==> config.mk <==
export PLATFORM = sky130hd
export DESIGN_NAME = logic_unit_arbiter
export DESIGN_NICKNAME = d
export VERILOG_FILES = /design/src/rtl/logic_unit_arbiter.sv
export SDC_FILE = /design/constraint.sdc
export NUM_CORES = 1
export LEC_CHECK = 0
export CAP_MARGIN = 0
export CELL_PAD_IN_SITES_DETAIL_PLACEMENT = 0
export CELL_PAD_IN_SITES_GLOBAL_PLACEMENT = 1
export CORE_AREA = 4 4 111 113
export CTS_BUF_LIST = sky130_fd_sc_hd__clkbuf_8
export DETAILED_ROUTE_END_ITERATION = 10
export DIE_AREA = 0 0 115 117
export MAX_ROUTING_LAYER = met4
export PLACE_DENSITY = 0.78
export SLEW_MARGIN = 20
export SYNTH_ARGS = -nofsm -noshare
export SYNTH_HDL_FRONTEND = slang
export SYNTH_SLANG_ARGS = --single-unit
==> constraint.sdc <==
create_clock -name clk -period 2.75 [get_ports clk]
set_input_delay 0.6875 -clock clk [delete_from_list [all_inputs] [get_ports clk]]
set_output_delay 0.6875 -clock clk [all_outputs]
set_load 0.1 [all_outputs]
==> src/rtl/logic_unit_arbiter.sv <==
// Round-robin arbiter sharing one combinational 16-bit logic unit between the
// execute stage (port 0) and the branch-compare path (port 1).
module logic_unit_arbiter #(
  parameter int DATA_W = 16,
  parameter int OUT_W  = 32,
  parameter int OP_W   = 3
) (
  input  logic              clk,
  input  logic              rst,
  input  logic              req0_valid,
  output logic              req0_ready,
  input  logic [DATA_W-1:0] req0_a,
  input  logic [DATA_W-1:0] req0_b,
  input  logic [OP_W-1:0]   req0_op,
  input  logic              req1_valid,
  output logic              req1_ready,
  input  logic [DATA_W-1:0] req1_a,
  input  logic [DATA_W-1:0] req1_b,
  input  logic [OP_W-1:0]   req1_op,
  output logic              rsp0_valid,
  input  logic              rsp0_ready,
  output logic              rsp1_valid,
  input  logic              rsp1_ready,
  output logic [OUT_W-1:0]  rsp_data,
  output logic              rsp_eq,
  output logic              rsp_err,
  output logic [DATA_W-1:0] lu_a,
  output logic [DATA_W-1:0] lu_b,
  output logic [OP_W-1:0]   lu_opcode,
  input  logic [OUT_W-1:0]  lu_out,
  input  logic              lu_eq,
  output logic              busy
);

  typedef enum logic [1:0] {IDLE, ISSUE, RESP} state_t;

  state_t state, state_nxt;
  logic   last_grant;
  logic   owner;
  logic   gnt0, gnt1;
  logic   accept;
  logic   rsp_hs;

  // Only the four basic opcodes (MSB clear) are meaningful to the logic unit.
  function automatic logic op_invalid(input logic [OP_W-1:0] op);
    return op[OP_W-1];
  endfunction

  always_comb begin
    // On contention, the port that was not served last wins.
    gnt0       = req0_valid & (~req1_valid | last_grant);
    gnt1       = req1_valid & (~req0_valid | ~last_grant);
    req0_ready = (state == IDLE) & gnt0 & ~rst;
    req1_ready = (state == IDLE) & gnt1 & ~rst;
    accept     = req0_ready | req1_ready;
    rsp0_valid = (state == RESP) & ~owner & ~rst;
    rsp1_valid = (state == RESP) &  owner & ~rst;
    rsp_hs     = (rsp0_valid & rsp0_ready) | (rsp1_valid & rsp1_ready);
    busy       = (state != IDLE);

    state_nxt = state;
    case (state)
      IDLE:    if (accept) state_nxt = ISSUE;
      ISSUE:   state_nxt = RESP;
      RESP:    if (rsp_hs) state_nxt = IDLE;
      default: state_nxt = IDLE;
    endcase
  end

  always_ff @(posedge clk or posedge rst) begin
    if (rst) begin
      state      <= IDLE;
      last_grant <= 1'b1;
      owner      <= 1'b0;
      lu_a       <= '0;
      lu_b       <= '0;
      lu_opcode  <= '0;
      rsp_data   <= '0;
      rsp_eq     <= 1'b0;
      rsp_err    <= 1'b0;
    end else begin
      state <= state_nxt;
      // Accept: latch the winning request onto the logic unit inputs.
      if (accept) begin
        lu_a      <= gnt0 ? req0_a  : req1_a;
        lu_b      <= gnt0 ? req0_b  : req1_b;
        lu_opcode <= gnt0 ? req0_op : req1_op;
        owner     <= ~gnt0;
      end
      // Issue: logic unit has settled on stable inputs; capture its result.
      if (state == ISSUE) begin
        rsp_data <= lu_out;
        rsp_eq   <= lu_eq;
        rsp_err  <= op_invalid(lu_opcode);
      end
      // Response: result is held until the owner consumes it.
      if (rsp_hs) last_grant <= owner;
    end
  end

endmodule

==> summary.txt <==
Global route
  – Initial antenna violation count: 0
  – Largest net degree at the start of global routing: 42
  – Total track usage: 14.3%
  – Vias in the first global route: 2854
  – Global-route wire length before repair: 14700 um
  – Congestion Overflow GR: 0

Min path
  – Hold Crit Start: rsp_data[17]
  – Worst Hold Class: register to register

Clocking
  – CTS resizes: 0
  – CTS tree: yes
  – Cts bufs inserted: 9
  – Clock Tree Root: clkbuf_8
  – CTS sink count: 73
  – Hold buffers post-CTS: 0
  – Htree depth: 3
  – Clock Latency Late Sink: approximately 0.34 ns
  – CTS max path bufs: 2
  – Worst-path clk slew: roughly 0.080 ns
  – Setup bufs post-CTS: 0

STA
  – Final Skew: 0.00648 ns
  – Fin crit share: 95.9%
  – Slew HR: 62.7%
  – Endpoints failing setup: 0
  – Final Hold Fails: 0
  – RSZ-0062 raised after global routing: false
  – Worst slew pin tran: 0.560 ns
  – Worst hold slack: 0.508 ns
  – Fmax: 379 MHz
  – Final min period: around 2.6 ns
  – Slew Viols, Final: 0

Synthesis
  – Synth Net Count: about 330
  – Most instantiated library cell after synthesis: dfrtp_1
  – Avg Cell Area, Syn: between 10 and 15 um^2
  – EDFF count, synth: 0
  – Mapped cell area: 0.00331 mm^2
  – Post-Synth Simple-Gate Area: 2.84%
  – Number of synthesized register bits: 73
  – Mapped Cells: 224
  – Synth warnings: 0
  – Synth Flop Type: dfrtp_1
  – Synth Area in Adders: 0%
  – Async SR Flop Fraction: 100%
  – Top post-synthesis cells by count: 72 x dfrtp_1, 35 x o32ai_1, 34 x mux2_2, 29 x a2bb2oi_2, 11 x buf_2
  – Largest family of logic cells by synthesized area: compound AO/OA/AOI/OAI gates
  – Count of unique library cells instantiated by Yosys: 27
  – Compound-Gate Fraction of Synth Area: 25.4%
  – Top-area cell type share of the netlist area: 54.5%
  – Synth area leaders: dfrtp_1 54%, a2bb2oi_2 13%, mux2_2 12%
  – Top cell type by total area after synthesis: dfrtp_1
  – Seq/Total Area, Yosys: around 55%
  – XOR/XNOR Fraction of Synth Area: 0%
  – Post-synthesis mux area share: 11.6%

Drt
  – Post-DRT Antenna Nets: 0
  – DRC viols: 0
  – WL/cell: 17.4 um
  – DRT iter0 DRCs: 95
  – Vias: 2726
  – Routed wire length: 9620 um
  – Vias per cell: 4.93
  – Detailed Routing Iterations Pass 1: 4

Outcome
  – Outcome: complete, no violations

Critical path
  – Worst setup path endpoint: rsp0_valid
  – Worst Setup Start Kind: input port
  – Required @ worst endpoint: a little over 2 ns
  – Worst r2r src: state[0]
  – Critical Path Start: rst
  – Top fanout value on the critical path: 3
  – WS Path Type: input port to output port
  – FF-to-FF End: lu_a[15]
  – Worst setup EP type: output port
  – R2R setup slack: 0.73 ns
  – Crit path arrival time: 1.95 ns
  – FF-to-FF path depth: 5

Finish
  – Synthesis-to-layout area growth: 63.3%
  – Fillers: 1041
  – Non-Filler Instances: roughly 550
  – Area of the multi-input gates: between 0.001 and 0.0015 mm^2
  – ANT cells: 0
  – NumNets Final: 514
  – Design Area, Final: 0.00540 mm^2
  – Layout cells sized above 1: 42.4%
  – Total area of sequential cells: 0.00183 mm^2

Placed design
  – Final RePlAce weighted congestion: 0.790
  – DP Cell Count: 537
  – Area post-placement: 0.00515 mm^2
  – Hpwl dp: approximately 7100 um
  – PortBufs: between 150 and 200

Floorplan
  – Rows: 39
  – Area of the core: 0.0113 mm^2
  – Die Area: 0.0135 mm^2
  – Die H: roughly 120 um
  – I/O pin total: roughly 180
  – Die Wd: 115 um
  – Initial Utilization: 29.2%

Flow run
  – Max Cap Viol: 0
==> per-stage QoR <==
step                TNS, ns  setup slack, ns  util (%)
detailed placement        0          0.00982      45.5
finish                    0            0.113      47.7
global placement          0           0.0983      45.5
global route              0           0.0669      47.7
CTS                       0            0.112      47.7
floorplan            -0.125           -0.125         -
==> cell usage in the layout, fill, tap and decap left out, types with 2 or more instances in the layout <==
| master | instances |
|---|---|
| a2bb2oi_1 | 6 |
| nand2b_1 | 3 |
| a2bb2oi_2 | 29 |
| clkbuf_8 | 11 |
| buf_4 | 80 |
| nor2_1 | 3 |
| dfrtp_1 | 72 |
| clkdlybuf4s50_1 | 108 |
| mux2_2 | 34 |
| bufinv_16 | 3 |
| o32ai_1 | 35 |
| inv_1 | 2 |
| a21oi_1 | 2 |
| buf_12 | 5 |
==> routing by layer <==
metal	wire length (um)	up-vias	share of wire, %	global-route usage, %
li1	-	1248	-	-
met5	0	-	0	-
met1	3980	1355	41	17.0
met3	627	21	6.5	3.39
met2	4790	102	50	23.5
met4	230	0	2.4	5.95
==> area by class of cell <==
type | instances | area share (%)
Inverter | 2 | 0.162
Multi-Input combinational cell | 126 | 25.0
Timing Repair Buffer | 193 | 33.0
Sequential cell | 73 | 33.8
Clock buffer | 11 | 2.80
Tap cell | 143 | 3.31
Clock inverter | 5 | 1.90
==> logic make-up after synthesis <==
logic type      Yosys count
buf+inv                  25
simple gates             15
compound gates           77
flops                    73
mux                      34
==> worst min-delay path by stage <==
| stage | cells after the start | slack (ns) | to |
|---|---|---|---|
| detailed placement | 1 | 0.49 | rsp_data[19] |
| global route | 1 | 0.53 | rsp_data[28] |
| CTS | 1 | 0.51 | rsp_data[19] |
| floorplan | 2 | 0.53 | last_grant |
| finish | 1 | 0.51 | rsp_data[17] |
| global placement | 1 | 0.49 | rsp_data[20] |
==> registers in the layout, indices dropped and copies added (netlist names) <==
signal,flops
owner,1
lu_b,16
rsp_err,1
state,2
rsp_data,32
lu_a,16
rsp_eq,1
lu_opcode,3
last_grant,1
==> worst max-delay path: stages <==
cell and delay, ns:
clkdlybuf4s50_1 0.43, or3b_2 0.49, nor2_2 0.15, buf_12 0.19
Power is left out: the tool's default activity adds up to more than one toggle a clock period on the data nets, which glitch-free logic cannot reach.
